## src/rtl/player_physics_if.sv

```systemverilog
// player_physics_if: groups the keyboard/collision inputs and the motion
// outputs of one player sprite.
//   master: drives keycode and the four blocked_* flags, observes the motion outputs
//   slave : the physics block; consumes the inputs and drives
//           pos_x, pos_y, size, vel_y, motion_state, on_ground,
//           facing_left, respawn_pulse
interface player_physics_if #(
  parameter int POS_W = 10,
  parameter int VEL_W = 10
);
  logic [7:0]              keycode;
  logic                    blocked_up;
  logic                    blocked_down;
  logic                    blocked_left;
  logic                    blocked_right;
  logic [POS_W-1:0]        pos_x;
  logic [POS_W-1:0]        pos_y;
  logic [POS_W-1:0]        size;
  logic signed [VEL_W-1:0] vel_y;
  logic [1:0]              motion_state;
  logic                    on_ground;
  logic                    facing_left;
  logic                    respawn_pulse;

  modport master (
    output keycode, blocked_up, blocked_down, blocked_left, blocked_right,
    input  pos_x, pos_y, size, vel_y, motion_state, on_ground, facing_left,
           respawn_pulse
  );

  modport slave (
    input  keycode, blocked_up, blocked_down, blocked_left, blocked_right,
    output pos_x, pos_y, size, vel_y, motion_state, on_ground, facing_left,
           respawn_pulse
  );
endinterface

```

## src/rtl/player_physics.sv

```systemverilog
// player_physics: position/velocity integrator for one player sprite.
// Advances a sub-pixel fixed-point position once per frame_clk edge, runs a
// GROUND/RISE/FALL jump machine with gravity, variable jump height and
// terminal velocity, honours collision blocking flags, clamps to the screen
// and respawns the sprite when it drops below the kill line.
// Ports:
//   frame_clk : one rising edge per video frame
//   Reset     : asynchronous, active-high
//   bus       : player_physics_if.slave (keycode, blocked_* in; pos_x, pos_y,
//               size, vel_y, motion_state, on_ground, facing_left,
//               respawn_pulse out)
module player_physics #(
  parameter int POS_W        = 10,
  parameter int FRAC         = 4,
  parameter int VEL_W        = 10,
  parameter int SIZE         = 16,
  parameter int RUN_SPEED    = 32,
  parameter int JUMP_V       = 64,
  parameter int GRAVITY      = 4,
  parameter int GRAVITY_HOLD = 2,
  parameter int HOLD_MAX     = 8,
  parameter int MAX_FALL     = 96,
  parameter int X_MIN        = 0,
  parameter int X_MAX        = 639,
  parameter int Y_MIN        = 0,
  parameter int KILL_Y       = 480,
  parameter int SPAWN_X      = 50,
  parameter int SPAWN_Y      = 50,
  parameter logic [7:0] KEY_LEFT  = 8'h04,
  parameter logic [7:0] KEY_RIGHT = 8'h07,
  parameter logic [7:0] KEY_DOWN  = 8'h16,
  parameter logic [7:0] KEY_JUMP  = 8'h1A
) (
  input logic             frame_clk,
  input logic             Reset,
  player_physics_if.slave bus
);
  localparam int PW = POS_W + FRAC;  // stored position width
  localparam int SW = PW + 1;        // signed working width (catches underflow)
  localparam int HW = $clog2(HOLD_MAX + 1);

  localparam logic signed [SW-1:0] X_LO = SW'(X_MIN * (2 ** FRAC));
  localparam logic signed [SW-1:0] X_HI = SW'((X_MAX + 1 - SIZE) * (2 ** FRAC));
  localparam logic signed [SW-1:0] Y_LO = SW'(Y_MIN * (2 ** FRAC));
  localparam logic [PW-1:0]        SPAWN_XF = PW'(SPAWN_X * (2 ** FRAC));
  localparam logic [PW-1:0]        SPAWN_YF = PW'(SPAWN_Y * (2 ** FRAC));
  localparam logic [POS_W-1:0]     KILL_LIM = POS_W'(KILL_Y);

  localparam logic signed [VEL_W-1:0] V_RUN  = VEL_W'(RUN_SPEED);
  localparam logic signed [VEL_W-1:0] V_JUMP = VEL_W'(JUMP_V);
  localparam logic signed [VEL_W-1:0] V_G    = VEL_W'(GRAVITY);
  localparam logic signed [VEL_W-1:0] V_G2   = VEL_W'(2 * GRAVITY);
  localparam logic signed [VEL_W-1:0] V_GH   = VEL_W'(GRAVITY_HOLD);
  localparam logic signed [VEL_W-1:0] V_MAX  = VEL_W'(MAX_FALL);
  localparam logic [HW-1:0]           HOLD_LIM = HW'(HOLD_MAX);

  typedef enum logic [1:0] {
    GROUND = 2'd0,
    RISE   = 2'd1,
    FALL   = 2'd2
  } state_t;

  state_t                  state, state_next;
  logic [PW-1:0]           x, x_next, y, y_next, y_base;
  logic signed [VEL_W-1:0] vy, vy_next, vy_sum, vx, g;
  logic [HW-1:0]           hold_cnt, hold_next;
  logic                    facing, facing_next, pulse, pulse_next;
  logic                    clear_frac;
  logic signed [SW-1:0]    x_sum, y_sum;
  logic                    key_left, key_right, key_down, key_jump;

  assign key_left  = (bus.keycode == KEY_LEFT);
  assign key_right = (bus.keycode == KEY_RIGHT);
  assign key_down  = (bus.keycode == KEY_DOWN);
  assign key_jump  = (bus.keycode == KEY_JUMP);

  always_comb begin
    state_next  = state;
    vy_next     = vy;
    vy_sum      = vy;
    hold_next   = hold_cnt;
    facing_next = facing;
    pulse_next  = 1'b0;
    clear_frac  = 1'b0;
    g           = V_G;
    vx          = '0;

    // Horizontal speed is derived fresh each frame, never stored.
    if (key_left && !bus.blocked_left) begin
      vx = -V_RUN;
    end else if (key_right && !bus.blocked_right) begin
      vx = V_RUN;
    end
    if (key_left) begin
      facing_next = 1'b1;
    end else if (key_right) begin
      facing_next = 1'b0;
    end

    case (state)
      GROUND: begin
        vy_next = '0;
        if (key_jump && !bus.blocked_up) begin
          state_next = RISE;
          vy_next    = -V_JUMP;
          hold_next  = '0;
        end else if (!bus.blocked_down) begin
          state_next = FALL;
        end
      end
      RISE: begin
        // Letting go saturates the counter, so the hold cannot resume later
        // in the same jump even if the key is pressed again.
        if (!key_jump) begin
          hold_next = HOLD_LIM;
        end else if (hold_cnt < HOLD_LIM) begin
          hold_next = hold_cnt + 1'b1;
          g         = V_GH;
        end
        vy_next = vy + g;
        if (bus.blocked_up) begin
          vy_next    = '0;
          state_next = FALL;
        end else if (!vy_next[VEL_W-1]) begin
          state_next = FALL;
        end
      end
      default: begin  // FALL
        g       = key_down ? V_G2 : V_G;
        vy_sum  = vy + g;
        vy_next = (vy_sum > V_MAX) ? V_MAX : vy_sum;
        if (bus.blocked_down) begin
          vy_next    = '0;
          state_next = GROUND;
          clear_frac = 1'b1;
        end
      end
    endcase

    // Integrate with this frame's velocity.
    x_sum = $signed({1'b0, x}) + SW'(vx);
    if (x_sum < X_LO) begin
      x_next = X_LO[PW-1:0];
    end else if (x_sum > X_HI) begin
      x_next = X_HI[PW-1:0];
    end else begin
      x_next = x_sum[PW-1:0];
    end

    y_base = clear_frac ? {y[PW-1:FRAC], {FRAC{1'b0}}} : y;
    y_sum  = $signed({1'b0, y_base}) + SW'(vy_next);
    if (y_sum < Y_LO) begin
      // Running off the top of the screen behaves like a ceiling hit.
      y_next     = Y_LO[PW-1:0];
      vy_next    = '0;
      state_next = FALL;
    end else begin
      y_next = y_sum[PW-1:0];
    end

    // Respawn wins over everything computed above, including facing.
    if (y_next[PW-1:FRAC] > KILL_LIM) begin
      x_next      = SPAWN_XF;
      y_next      = SPAWN_YF;
      vy_next     = '0;
      state_next  = FALL;
      facing_next = facing;
      pulse_next  = 1'b1;
    end
  end

  always_ff @(posedge frame_clk or posedge Reset) begin
    if (Reset) begin
      x        <= SPAWN_XF;
      y        <= SPAWN_YF;
      vy       <= '0;
      state    <= FALL;
      hold_cnt <= '0;
      facing   <= 1'b0;
      pulse    <= 1'b0;
    end else begin
      x        <= x_next;
      y        <= y_next;
      vy       <= vy_next;
      state    <= state_next;
      hold_cnt <= hold_next;
      facing   <= facing_next;
      pulse    <= pulse_next;
    end
  end

  assign bus.pos_x         = x[PW-1:FRAC];
  assign bus.pos_y         = y[PW-1:FRAC];
  assign bus.size          = POS_W'(SIZE);
  assign bus.vel_y         = vy;
  assign bus.motion_state  = state;
  assign bus.on_ground     = (state == GROUND);
  assign bus.facing_left   = facing;
  assign bus.respawn_pulse = pulse;
endmodule
```

## src/flat_wrapper.sv

```systemverilog
// flat-port wrapper written by rule: the top's interface ports become plain ports
module player_physics_flat 
#(
  parameter int POS_W        = 10,
  parameter int FRAC         = 4,
  parameter int VEL_W        = 10,
  parameter int SIZE         = 16,
  parameter int RUN_SPEED    = 32,
  parameter int JUMP_V       = 64,
  parameter int GRAVITY      = 4,
  parameter int GRAVITY_HOLD = 2,
  parameter int HOLD_MAX     = 8,
  parameter int MAX_FALL     = 96,
  parameter int X_MIN        = 0,
  parameter int X_MAX        = 639,
  parameter int Y_MIN        = 0,
  parameter int KILL_Y       = 480,
  parameter int SPAWN_X      = 50,
  parameter int SPAWN_Y      = 50,
  parameter logic [7:0] KEY_LEFT  = 8'h04,
  parameter logic [7:0] KEY_RIGHT = 8'h07,
  parameter logic [7:0] KEY_DOWN  = 8'h16,
  parameter logic [7:0] KEY_JUMP  = 8'h1A
)
  (frame_clk, Reset, bus_keycode, bus_blocked_up, bus_blocked_down, bus_blocked_left, bus_blocked_right, bus_pos_x, bus_pos_y, bus_size, bus_vel_y, bus_motion_state, bus_on_ground, bus_facing_left, bus_respawn_pulse);
  player_physics_if #(.POS_W(POS_W), .VEL_W(VEL_W)) bus_i ();
  input logic frame_clk;
  input logic Reset;
  input wire logic [$bits(bus_i.keycode)-1:0] bus_keycode;
  input wire logic [$bits(bus_i.blocked_up)-1:0] bus_blocked_up;
  input wire logic [$bits(bus_i.blocked_down)-1:0] bus_blocked_down;
  input wire logic [$bits(bus_i.blocked_left)-1:0] bus_blocked_left;
  input wire logic [$bits(bus_i.blocked_right)-1:0] bus_blocked_right;
  output wire logic [$bits(bus_i.pos_x)-1:0] bus_pos_x;
  output wire logic [$bits(bus_i.pos_y)-1:0] bus_pos_y;
  output wire logic [$bits(bus_i.size)-1:0] bus_size;
  output wire logic [$bits(bus_i.vel_y)-1:0] bus_vel_y;
  output wire logic [$bits(bus_i.motion_state)-1:0] bus_motion_state;
  output wire logic [$bits(bus_i.on_ground)-1:0] bus_on_ground;
  output wire logic [$bits(bus_i.facing_left)-1:0] bus_facing_left;
  output wire logic [$bits(bus_i.respawn_pulse)-1:0] bus_respawn_pulse;
  assign bus_i.keycode = bus_keycode;
  assign bus_i.blocked_up = bus_blocked_up;
  assign bus_i.blocked_down = bus_blocked_down;
  assign bus_i.blocked_left = bus_blocked_left;
  assign bus_i.blocked_right = bus_blocked_right;
  assign bus_pos_x = bus_i.pos_x;
  assign bus_pos_y = bus_i.pos_y;
  assign bus_size = bus_i.size;
  assign bus_vel_y = bus_i.vel_y;
  assign bus_motion_state = bus_i.motion_state;
  assign bus_on_ground = bus_i.on_ground;
  assign bus_facing_left = bus_i.facing_left;
  assign bus_respawn_pulse = bus_i.respawn_pulse;
  player_physics #(.POS_W(POS_W), .FRAC(FRAC), .VEL_W(VEL_W), .SIZE(SIZE), .RUN_SPEED(RUN_SPEED), .JUMP_V(JUMP_V), .GRAVITY(GRAVITY), .GRAVITY_HOLD(GRAVITY_HOLD), .HOLD_MAX(HOLD_MAX), .MAX_FALL(MAX_FALL), .X_MIN(X_MIN), .X_MAX(X_MAX), .Y_MIN(Y_MIN), .KILL_Y(KILL_Y), .SPAWN_X(SPAWN_X), .SPAWN_Y(SPAWN_Y), .KEY_LEFT(KEY_LEFT), .KEY_RIGHT(KEY_RIGHT), .KEY_DOWN(KEY_DOWN), .KEY_JUMP(KEY_JUMP)) u_core (.frame_clk(frame_clk), .Reset(Reset), .bus(bus_i));
endmodule
```

## config.mk

```make
export PLATFORM = sky130hd
export DESIGN_NAME = player_physics_flat
export DESIGN_NICKNAME = d
export VERILOG_FILES = /design/src/rtl/player_physics_if.sv /design/src/rtl/player_physics.sv /design/src/flat_wrapper.sv
export SDC_FILE = /design/constraint.sdc
export NUM_CORES = 1
export LEC_CHECK = 0
export CORE_MARGIN = 3
export CORE_UTILIZATION = 45
export CTS_CLUSTER_SIZE = 28
export DETAILED_ROUTE_END_ITERATION = 8
export GPL_ROUTABILITY_DRIVEN = 0
export GPL_TIMING_DRIVEN = 0
export PLACE_DENSITY = 0.69
export SLEW_MARGIN = 20
export SYNTH_ARGS = -nofsm -noshare
export SYNTH_HDL_FRONTEND = slang
export SYNTH_SLANG_ARGS = --single-unit
export TNS_END_PERCENT = 20
```

## constraint.sdc

```tcl
create_clock -name frame_clk -period 7 [get_ports frame_clk]
set_input_delay 0.7 -clock frame_clk [delete_from_list [all_inputs] [get_ports frame_clk]]
set_output_delay 0.7 -clock frame_clk [all_outputs]
set_load 0.1 [all_outputs]
```

# --- Yosys cells after proc, flatten, opt, wreduce, memory -nomap -nowiden ---
# Cells that the tools add are included.
word_totals:
  register_bits: 46
  latchBits: 0
  ram_bits: 0
  rom_bits: 0
  output_inout_bits: 45
  memories: 0
classes:
  addsub: 5
  mul: 0
  div_mod_pow: 0
  n_lt_le_gt_ge: 6
  n_eq_ne: 9
  shift: 0
  mux: 36
  bitwise: 1
  n_reduce_logical: 14
op_table:
  columns: ["operator", "count"]
  rows:
  - ["$mux 10", 9]
  - ["$mux 14", 5]
  - ["$add 15x10->15", 2]
  - ["$lt 15x1->1 const B", 2]
  - ["$add 10x10->10", 2]
  - ["$mux 4", 5]
  - ["$pmux 10 s2", 1]
  - ["$eq 8x3->1 const B", 2]
  - ["$eq 8x5->1 const B", 2]
  - ["$gt 15x15->1 const B", 1]
  - ["$mux 2", 7]
  - ["$gt 10x8->1 const B", 1]
  - ["$gt 10x9->1 const B", 1]
  - ["$pmux 4 s2", 1]
  - ["$mux 6", 1]
  - ["$reduce_and 3->1", 2]
  - ["$mux 1", 5]
  - ["$ne 5x2->1 const B", 1]
  - ["$ne 5x5->1 const B", 1]
  - ["$reduce_bool 5->1", 1]
  - ["$add 4x1->4 const B", 1]
  - ["$lt 4x4->1 const B", 1]
  - ["$pmux 2 s2", 1]
  - ["$reduce_bool 2->1", 2]
  - ["other kinds (10)", 14]

# --- Longest topological paths before layout ---
depth:
  word_depth: 13
  depth_mapped: 32
  mapped_depth_nobuf: 30

# --- Worst setup path before layout ---
# No wires, ideal clock.
synth_path:
  kind: "input-to-reg"
  start: "input bus_keycode[7]"
  end: "register u_core.vy[0] (netlist: u_core.bus.vel_y[0])"
  setup_ps: 117
  arrival_ps: 6977
  setup_slack_ps: -94
  cell_stages: 31
  path_buffers: 2
  cell_sequence: "or3_1 -> or4_1 -> ha_1 -> fa_1 -> nor4_1 -> nor2_1 -> a211o_1 -> a221oi_1 -> or2_2 -> and2_1 -> o21a_1 -> ha_1 -> inv_1 -> fa_1 -> nor2b_1 -> o31a_1 -> o21ai_0 -> o2bb2ai_1 -> o21bai_1 -> a21o_1 -> ha_1 -> buf_6 -> nor2_1 -> o211a_1 -> a211oi_1 -> a211o_1 -> o41a_4 -> inv_4 -> nor2_2 -> buf_6 -> and2_4"
synth_between:
  elab_chain_cells: 12
  word_cells_on_any_way: 20
synth_rtl:
  columns: ["item", "line", "source"]
  rows:
  - ["from (decl)", "flat_wrapper.sv:29", "input wire logic [$bits(bus_i.keycode)-1:0] bus_keycode;"]
  - ["$eq 8x5->1", "player_physics.sv:74", "assign key_down = (bus.keycode == KEY_DOWN);"]
  - ["$mux 4", "player_physics.sv:129", "g = key_down ? V_G2 : V_G;"]
  - ["$add 10x10->10", "player_physics.sv:130", "vy_sum = vy + g;"]
  - ["$gt 10x8->1", "player_physics.sv:131", "vy_next = (vy_sum > V_MAX) ? V_MAX : vy_sum;"]
  - ["$mux 10", "player_physics.sv:131", null]
  - ["$mux 10", "player_physics.sv:132", "if (bus.blocked_down) begin"]
  - ["$pmux 10 s2 *", "player_physics.sv:100", "case (state)"]
  - ["$add 15x10->15", "player_physics.sv:151", "y_sum = $signed({1'b0, y_base}) + SW'(vy_next);"]
  - ["$lt 15x1->1", "player_physics.sv:152", "if (y_sum < Y_LO) begin"]
  - ["$mux 14", "player_physics.sv:152", null]
  - ["$gt 10x9->1", "player_physics.sv:162", "if (y_next[PW-1:FRAC] > KILL_LIM) begin"]
  - ["$mux 10 *", "player_physics.sv:162", null]
  - ["net u_core.vy_next[0]", "player_physics.sv:65", "logic signed [VEL_W-1:0] vy, vy_next, vy_sum, vx, g;"]
  - ["to (signal assigned)", "player_physics.sv:184", "vy <= vy_next;"]
  - ["to (decl)", "player_physics.sv:65", null]
# The timed path passes the listed nets; every way through them passes the cells marked *. The select of a mux whose other input is x is not followed.
# A chain may end at the register's enable or synchronous reset.

# --- Worst setup path in the final report ---
layout_path:
  start: "input bus_keycode[5]"
  end: "register u_core.vy[7] (netlist: u_core.bus.vel_y[7])"
# The elaborated chain is that of the path after synthesis.

==> qor.yml <==
final_hold_viol_count: 0
yosys_warnings: 0
drv_cap: 0
slowest_delay_ns: 0.56
grt_max_degree: 29
syn_to_final_growth_pct: 31.8
finalCritPeriodShare_pct: 99.2
wl_per_cell_um: 14.5
finalPower_mw: 0.490
start_util_pct: 47.3
p_sw_share_pct: 31.3
final.fill_count: 652
wirelength_mm: 8.42
clock_latency_ns: 0.30
vias: 3089
cts.sinks: 41
whs_ns: 0.518
yosysSeqAreaShare_pct: 29.7
die_h_um: 94.0
drcViolationCount: 0
startpoint_type: "input pin"
yosys-top-cells-area: "dfrtp_1 24%, ha_1 11%, dfstp_2 5.3%"
avgSynthCellArea_um2: 8.82
ant_nets: 0
power.switching_mw: 0.153
synth.top_cell.area_share_pct: 24.4
place_ws_ns: -1.19
power_frac_clock_pct: 33.0
detailed_place.area_um2: 4150
worst_path_max_delay_cell: "or4_4"
grt_usage_pct: 19.9
comb_power_share_pct: 18.0
ys.flop_type: "dfrtp_1"
drtIter0Drc: 90
hold_class: "reg -> reg"
relSlewSlack_pct: 33.2
cts_buffers: 5
final_cells: 582
synth_seq_cells: 41
cts_root_buffer: "clkbuf_8"
cp.required_ns: 7.20
vias_per_cell: 5.31
ctsLongestPathBuffers: 2
layout_min_cycle_time_ns: 6.94
rsz0062_at_grt: "yes"
synthDistinctLibCells: 60
fin_skew_ns: 0.00476
slew_violations: 0
ff_latch_area_um2: 1030
ioPinCount: 59
critPathBufInv: 5
fin_ws_ns: 0.0593
num-nets-final: 531
p_per_area_nw_per_um2: 107
grt-ovfl-total: 0
worstMarginPinSlew_ns: 0.999
status: "complete, no violations"
multi_input_comb_area_um2: 2400
tritoncts: "done"
ir_drop_uv: 59.6
internal_power_mw: 0.337
cp_top_family: "compound AO/OA/AOI/OAI gates"
grt_pass1_wl_mm: 14.2
dp_cells: 551
path_clk_slew_ns: 0.08
h-tree-depth: 2
postSynthCellCount: 395
crit_fanout: 6
p_leak_nw: 2.26
fmax_ghz: 0.144
core_um2: 7370
syn_area_um2: 3490
async_reset_ff_share_pct: 100
die_area_um2: 8840
cts_hold_buf: 0
first_global_vias: 3134
seqPwrFrac_pct: 49.0
dp_hpwl_mm: 6.40
row_count: 31
antenna_found_initial: 0
path_class: "in -> reg"
setup_viol: 0
chipWidth_um: 94.0
diodes: 0
firstDrtPassIters: 4
io_buffers: 46
yosys.area.top_type: "dfrtp_1"
drive_above_1_share_pct: 23.4
worstPathArrival_ns: 7.14
postLayoutCellArea_um2: 4590
synth_edf_count: 0
end_kind: "flop"
stage by stage:
stage                     utilization, %  setup TNS [ns]
after floorplan                        -               0
after global placement              56.0          -34.32
after detailed placement            56.3          -36.86
after CTS                           60.1               0
after global routing                62.3           -5.97
final                               62.3               0
worst reg2reg max path: cells and delay by family (launching register included):
| family | cells | cell delay (ns) |
|---|---|---|
| AOI/OAI and AO/OA | 12 | 2.35 |
| adders and majority gates | 5 | 1.44 |
| and+or+nand+nor | 9 | 1.28 |
| DFF | 1 | 0.45 |
| buffers and inverters | 4 | 0.37 |
state kept, by name (all words and copies together) (netlist names):
register	cells
u_core.x	9
u_core.bus.vel_y	10
u_core.hold_cnt	4
u_core.bus.facing_left	1
u_core.bus.respawn_pulse	1
u_core.y	14
u_core.bus.motion_state	2
power groups by stage:
stage	combinational [mW]	clock [mW]	sequential (mW)
finish	0.0884	0.162	0.240
global route	0.0946	0.176	0.240
CTS	0.0865	0.168	0.240
detailed placement	0.0826	0	0.244
global placement	0.0804	0	0.244
floorplan	0.0568	0	0.251
cells in the mapped netlist, types with 4 or more instances:
master,count
o21ai_0,19
or2_2,4
nor2b_1,6
xnor2_1,9
nand2b_1,8
and2_4,8
nand3_1,6
clkbuf_1,7
o211a_1,5
and3_1,4
nand2_1,26
a21o_1,12
buf_4,21
inv_1,15
xor2_1,10
dfrtp_1,34
nor3_1,10
a21oi_1,21
a211o_1,4
dfstp_2,7
o31ai_1,5
or3_1,7
ha_1,31
nor2_1,41
o21a_1,7
and2_1,7
fa_1,4
per-layer routing:
metal  GRT usage [%]  wire length (um)  vias up
met5               0                 0        -
met4            6.02               148        0
met3            3.45               270       16
met2            33.4              4070       64
met1            26.1              3930     1452
li1                -                 -     1557
placed cells by master, fill, tap and decap left out, types with 7 or more instances in the layout:
cell type        count
buf_4               43
nor2_1              40
clkdlybuf4s50_1     38
dfrtp_1             34
ha_1                27
nand2_1             25
a21oi_1             20
o21ai_0             16
inv_1               13
a21o_1              12
conb_1              12
xor2_1              10
nor3_1              10
and2_4              10
xnor2_1              9
clkbuf_1             7
o21a_1               7
dfstp_2              7
cell families (layout without fill, tap and decap cells):
group / Yosys count / after routing / synth area share (%)
xor gates and xnor gates: 19 / 19 / 4.77
and+or+nand+nor: 143 / 143 / 21.3
DFF: 41 / 41 / 29.7
AOI/OAI and AO/OA: 106 / 106 / 22.2
adders and majority gates: 35 / 35 / 13.4
buffers and inverters: 47 / 125 / 7.86
other: 2 / 12 / 0.215
muxes: 2 / 2 / 0.574
final timing paths:
path | endpoint | depth (start not counted) | from | slack, ns
min | u_core.hold_cnt[2] | 1 | u_core.hold_cnt[2] | 0.52
max in group asynchronous | u_core.bus.motion_state[1] | 3 | Reset | 5.80
max reg2reg | u_core.bus.vel_y[7] | 30 | u_core.bus.vel_y[2] | 1.03
min in group asynchronous | u_core.y[12] | 2 | Reset | 0.68
max | u_core.bus.vel_y[7] | 33 | bus_keycode[5] | 0.06
min reg2reg | u_core.hold_cnt[2] | 1 | u_core.hold_cnt[2] | 0.52
area by class of cell:
class	instances	area share (%)
clock buffer	5	1.50
sequential	41	22.5
inverter	16	1.36
clock inverter	3	0.463
tap	99	2.70
multi-input combinational	317	52.2
buffer	31	4.82
timing repair buffer	70	14.4
what timing repair did:
item	in CTS	in global routing
setup buffers	9	13
gates cloned	0	1
resized for setup	26	27
setup endpoints to repair	35	35
pin swaps	14	26
Power figures use the tool's default switching activity.
